**config.mk**
```make
export PLATFORM = sky130hd
export DESIGN_NAME = decoder_scan_flat
export DESIGN_NICKNAME = d
export VERILOG_FILES = /design/src/rtl/decoder_scan_if.sv /design/src/rtl/decoder_scan.sv /design/src/flat_wrapper.sv
export SDC_FILE = /design/constraint.sdc
export NUM_CORES = 1
export LEC_CHECK = 0
export CORE_UTILIZATION = 49
export DETAILED_ROUTE_END_ITERATION = 7
export GPL_TIMING_DRIVEN = 0
export MAX_ROUTING_LAYER = met4
export PLACE_DENSITY = 0.78
export SYNTH_ARGS = -nofsm -noshare
export SYNTH_HDL_FRONTEND = slang
export SYNTH_SLANG_ARGS = --single-unit
```
**constraint.sdc**
```tcl
create_clock -name clk -period 1.67 [get_ports clk]
set_input_delay 0.2505 -clock clk [delete_from_list [all_inputs] [get_ports clk]]
set_output_delay 0.2505 -clock clk [all_outputs]
set_load 0.1 [all_outputs]
```
**src/rtl/decoder_scan_if.sv**
```systemverilog
// Handshake and output bundle for decoder_scan: select/scan controls in, one-hot selection out.
interface decoder_scan_if #(
    parameter int SEL_W   = 3,
    parameter int OUT_W   = 2**SEL_W,
    parameter int DWELL_W = 8
);
    logic               en;
    logic               mode;
    logic [SEL_W-1:0]   din;
    logic               in_valid;
    logic               in_ready;
    logic [DWELL_W-1:0] dwell;
    logic [OUT_W-1:0]   dout;
    logic [SEL_W-1:0]   idx;
    logic               out_valid;
    logic               wrap;

    modport master (
        output en, mode, din, in_valid, dwell,
        input  in_ready, dout, idx, out_valid, wrap
    );

    modport slave (
        input  en, mode, din, in_valid, dwell,
        output in_ready, dout, idx, out_valid, wrap
    );
endinterface

```
**src/rtl/decoder_scan.sv**
```systemverilog
// Registered binary-to-one-hot decoder with a scan sequencer that walks the
// active line across all outputs with a programmable dwell per position.
module decoder_scan #(
    parameter int SEL_W   = 3,
    parameter int OUT_W   = 2**SEL_W,
    parameter int DWELL_W = 8
) (
    input logic           clk,
    input logic           rst,
    decoder_scan_if.slave bus
);
    typedef enum logic [1:0] {IDLE, DECODE, SCAN} state_t;

    localparam logic [OUT_W-1:0] FIRST = OUT_W'(1);

    state_t             state;
    logic [OUT_W-1:0]   dout_q;
    logic [OUT_W-1:0]   dec;
    logic [SEL_W-1:0]   idx_q;
    logic [DWELL_W-1:0] cnt;
    logic               vld_q;
    logic               wrap_q;
    logic               hs;
    logic               step;

    for (genvar g = 0; g < OUT_W; g++) begin : g_dec
        assign dec[g] = (bus.din == SEL_W'(g));
    end

    assign bus.in_ready  = bus.en & ~bus.mode;
    assign hs            = bus.in_valid & bus.in_ready;
    // A live dwell below the counter never forces a step; the counter runs to
    // its natural rollover and advances there.
    assign step          = (cnt == bus.dwell) || (&cnt);

    assign bus.dout      = dout_q;
    assign bus.idx       = idx_q;
    assign bus.out_valid = vld_q;
    assign bus.wrap      = wrap_q;

    always_ff @(posedge clk) begin
        if (rst) begin
            state  <= IDLE;
            dout_q <= '0;
            idx_q  <= '0;
            vld_q  <= 1'b0;
            wrap_q <= 1'b0;
            cnt    <= '0;
        end else begin
            wrap_q <= 1'b0;
            if (bus.en) begin
                case (state)
                    IDLE, DECODE: begin
                        if (bus.mode) begin
                            state  <= SCAN;
                            dout_q <= FIRST;
                            idx_q  <= '0;
                            vld_q  <= 1'b1;
                            cnt    <= '0;
                        end else if (hs) begin
                            state  <= DECODE;
                            dout_q <= dec;
                            idx_q  <= bus.din;
                            vld_q  <= 1'b1;
                        end
                    end
                    SCAN: begin
                        if (!bus.mode) begin
                            // Leaving scan keeps the current line until a new code arrives.
                            state <= DECODE;
                            if (hs) begin
                                dout_q <= dec;
                                idx_q  <= bus.din;
                            end
                        end else if (step) begin
                            cnt    <= '0;
                            idx_q  <= idx_q + SEL_W'(1);
                            dout_q <= {dout_q[OUT_W-2:0], dout_q[OUT_W-1]};
                            wrap_q <= (idx_q == SEL_W'(OUT_W-1));
                        end else begin
                            cnt <= cnt + DWELL_W'(1);
                        end
                    end
                    default: state <= IDLE;
                endcase
            end
        end
    end
endmodule

```
**src/flat_wrapper.sv**
```systemverilog
// flat-port wrapper written by rule: the top's interface ports become plain ports
module decoder_scan_flat 
#(
    parameter int SEL_W   = 3,
    parameter int OUT_W   = 2**SEL_W,
    parameter int DWELL_W = 8
)
  (clk, rst, bus_en, bus_mode, bus_din, bus_in_valid, bus_dwell, bus_in_ready, bus_dout, bus_idx, bus_out_valid, bus_wrap);
  decoder_scan_if #(.SEL_W(SEL_W), .OUT_W(OUT_W), .DWELL_W(DWELL_W)) bus_i ();
  input logic clk;
  input logic rst;
  input wire logic [$bits(bus_i.en)-1:0] bus_en;
  input wire logic [$bits(bus_i.mode)-1:0] bus_mode;
  input wire logic [$bits(bus_i.din)-1:0] bus_din;
  input wire logic [$bits(bus_i.in_valid)-1:0] bus_in_valid;
  input wire logic [$bits(bus_i.dwell)-1:0] bus_dwell;
  output wire logic [$bits(bus_i.in_ready)-1:0] bus_in_ready;
  output wire logic [$bits(bus_i.dout)-1:0] bus_dout;
  output wire logic [$bits(bus_i.idx)-1:0] bus_idx;
  output wire logic [$bits(bus_i.out_valid)-1:0] bus_out_valid;
  output wire logic [$bits(bus_i.wrap)-1:0] bus_wrap;
  assign bus_i.en = bus_en;
  assign bus_i.mode = bus_mode;
  assign bus_i.din = bus_din;
  assign bus_i.in_valid = bus_in_valid;
  assign bus_i.dwell = bus_dwell;
  assign bus_in_ready = bus_i.in_ready;
  assign bus_dout = bus_i.dout;
  assign bus_idx = bus_i.idx;
  assign bus_out_valid = bus_i.out_valid;
  assign bus_wrap = bus_i.wrap;
  decoder_scan #(.SEL_W(SEL_W), .OUT_W(OUT_W), .DWELL_W(DWELL_W)) u_core (.clk(clk), .rst(rst), .bus(bus_i));
endmodule
```
==> flow_summary.json <==
{
  "cts.clk_slew.worst_paths_ps": 140,
  "cp_data_required_time_ps": 1890,
  "ff_latch_area_sq_um": 487,
  "period_needed_ps": 1660,
  "coreArea_sq_um": 2500,
  "timing.critical_path.cells": "xor2_2, nor4_4, buf_4, a21bo_4, a21oi_4, a22o_1",
  "drt-total-wl_mm": 3.66,
  "place_area_sq_um": 1650,
  "grt_usage_pct": 25.2,
  "synth_seq_area_share_pct": 35.1,
  "fin_ws_ps": 10.2,
  "hold_path_depth": 2,
  "critical_path_class": "reg2reg",
  "drv_cap": 0,
  "n_antenna_cell": 0,
  "cts_buffer_depth": 2,
  "status": "completed",
  "placed_cells": 202,
  "hold_path.class": "reg2reg",
  "clkLatencyLatePin_ps": 320,
  "cts_tree": "built",
  "synthArstFlopShare_pct": 0,
  "peakVddDrop_mv": 0.554,
  "slew_viol_final": 0,
  "critPathMaxStageDelay_ps": 400,
  "netlist_instances": 143,
  "cts_buffers": 3,
  "stdcell_area_sq_um": 1910,
  "p_per_area_nw_per_um2": 584,
  "clockRootBuffer": "clkbuf_4",
  "grt_pass1_wl_mm": 5.11,
  "antenna_found_initial": 0,
  "startpoint_type": "register",
  "finalCritPeriodShare_pct": 99.4,
  "tns_ps": 0,
  "die_x_um": 53.7,
  "vias_per_cell": 5.96,
  "drt_iter0_markers": 39,
  "final_hold_viol_count": 0,
  "first_global_vias": 1130,
  "fmax_ghz": 0.602,
  "skew_ps": 6.41,
  "fin_cells": 214,
  "synth.avg_cell_area_sq_um": 9.16,
  "crit_path_end_kind": "register",
  "ys.flop_type": "dfxtp_1",
  "die_h_um": 53.7,
  "ys_types": 42,
  "gp_congestion": 0.864,
  "setup_violations": 0,
  "portBuffers": 29,
  "grt-ovfl-total": 0,
  "hpwl_mm": 2.19,
  "worstPathMaxFanout": 8,
  "synth-edff-count": 0,
  "drive_gt1_share_pct": 35.3,
  "die-area_sq_um": 2880,
  "synthesis.area_sq_um": 1310,
  "grt_start_max_net_pins": 13,
  "rsz0062_at_grt": "yes",
  "num_rows": 18,
  "syn-num-nets": 162,
  "leakage_nw": 0.728,
  "slowest_stage": "dfxtp_4",
  "fillers": 192,
  "vias": 1276,
  "route.detailed.wl_per_inst_um": 17.1,
  "reg2regPathDepth": 6,
  "power_mw": 1.12,
  "firstDrtPassIters": 4,
  "initial_utilization_pct": 52.4,
  "htree_levels": 1,
  "worstPathArrival_ps": 1880,
  "multi_input_area_sq_um": 918,
  "synth_seq_cells": 23,
  "slew_headroom_pct": 62.6,
  "pre_cts_ws_ps": -825,
  "syn2layout_area_growth_pct": 45.7,
  "io_pins": 30,
  "worst_pin_slew_ps": 564,
  "yosysWarnings": 0,
  "postRouteAntennaNets": 0,
  "clock-sinks": 23,
  "final_net_count": 204,
  "remaining_drc_errors": 0
}
[Yosys cell counts, types with 2 or more instances]
library cell	number	area share [%]
a21boi_2	2	1.7
a21oi_1	6	2.3
a22o_1	9	6.0
a32o_1	2	1.5
and2_1	2	0.95
and3_1	3	1.4
dfxtp_1	23	35
ha_1	3	2.9
inv_1	3	0.86
nand2_1	17	4.9
nand2b_1	3	1.4
nand3_1	4	1.5
nand3b_1	2	1.1
nand4_1	3	1.4
nor2_1	14	4.0
nor3b_1	2	1.1
nor4_4	2	3.2
o21ai_0	5	1.9
o31ai_1	3	1.7
xor2_1	13	8.7
[flip-flops by register name, summed over array words and instances (netlist names)]
| signal | count |
|---|---|
| u_core.bus.wrap | 1 |
| u_core.state | 2 |
| u_core.bus.dout | 8 |
| u_core.bus.out_valid | 1 |
| u_core.bus.idx | 3 |
| u_core.cnt | 8 |
[final cells by class]
cell class	instances	area share, %
inverters	3	0.590
multi-input cells	113	48.1
clock buffers	4	1.38
well taps	30	1.97
repair buffers	38	20.9
flip-flops and latches	23	25.5
plain buffers	3	1.57
[metal layers]
metal	GRT usage, %	vias to the layer above	wire (um)
li1	-	601	-
met2	37.4	46	1870
met1	33.2	621	1530
met5	-	-	0
met4	13.2	0	72
met3	2.82	8	180
[worst max-delay path, delay by kind of cell (launching register included)]
family	cells	cell delay, ps
simple gates	1	270
compound gates	3	540
buf+inv	1	190
xor+xnor	1	170
flops	1	400
[where the power goes]
| part | leakage, nW | internal, mW | switching, mW |
|---|---|---|---|
| Sequential | 0.194 | 0.555 | 0.0136 |
| Clock | 0.0150 | 0.0936 | 0.182 |
| Combinational | 0.519 | 0.102 | 0.169 |
[worst paths after layout]
kind	from	endpoint	slack, ps
hold reg to reg	u_core.bus.out_valid$_SDFFE_PP0P_	u_core.bus.out_valid$_SDFFE_PP0P_	500
hold / removal	u_core.bus.out_valid$_SDFFE_PP0P_	u_core.bus.out_valid$_SDFFE_PP0P_	500
setup reg to reg	u_core.cnt[0]$_SDFFE_PP0P_	u_core.bus.dout[7]$_SDFFE_PP0P_	10
setup / recovery	u_core.cnt[0]$_SDFFE_PP0P_	u_core.bus.dout[7]$_SDFFE_PP0P_	10
[per-stage QoR]
stage / hold slack, ps / util (%)
after floorplan: 428 / -
after global placement: 459 / 66.0
after detailed placement: 473 / 66.0
after CTS: 502 / 70.4
after global routing: 529 / 76.3
final: 500 / 76.3
[cell usage in the layout (no fill, tap or decap), types with 3 or more instances in the layout]
cell type        instances
nand4_1                  3
dfxtp_2                  9
clkbuf_4                 3
o21ai_0                  5
inv_1                    3
dfxtp_4                  4
xor2_1                   5
a21oi_1                  6
nand2_1                 16
a22o_1                   9
dlymetal6s2s_1           3
clkdlybuf4s15_2         13
buf_4                    7
dfxtp_1                 10
buf_6                    3
nand2b_1                 3
and3_1                   3
xor2_2                   8
nand3_1                  4
nor2_1                  14
clkdlybuf4s50_1         11
[timing repair]
item / CTS / global route
pin swaps: 5 / 13
hold buffers: 0 / 0
resized for setup: 55 / 26
buffers inserted: 3 / 6
endpoints found under the setup margin: 22 / 20
[cells by family (layout without fill, tap and decap cells)]
kind of cell	after synthesis	count (layout)	synth area share, %
adders and majority gates	3	3	2.87
DFF	23	23	35.1
and+or+nand+nor	58	58	25.1
buffers and inverters	7	48	3.72
muxes	1	1	0.764
AOI/OAI and AO/OA	37	37	23.0
xor gates and xnor gates	14	14	9.36
Power figures use the tool's default switching activity.
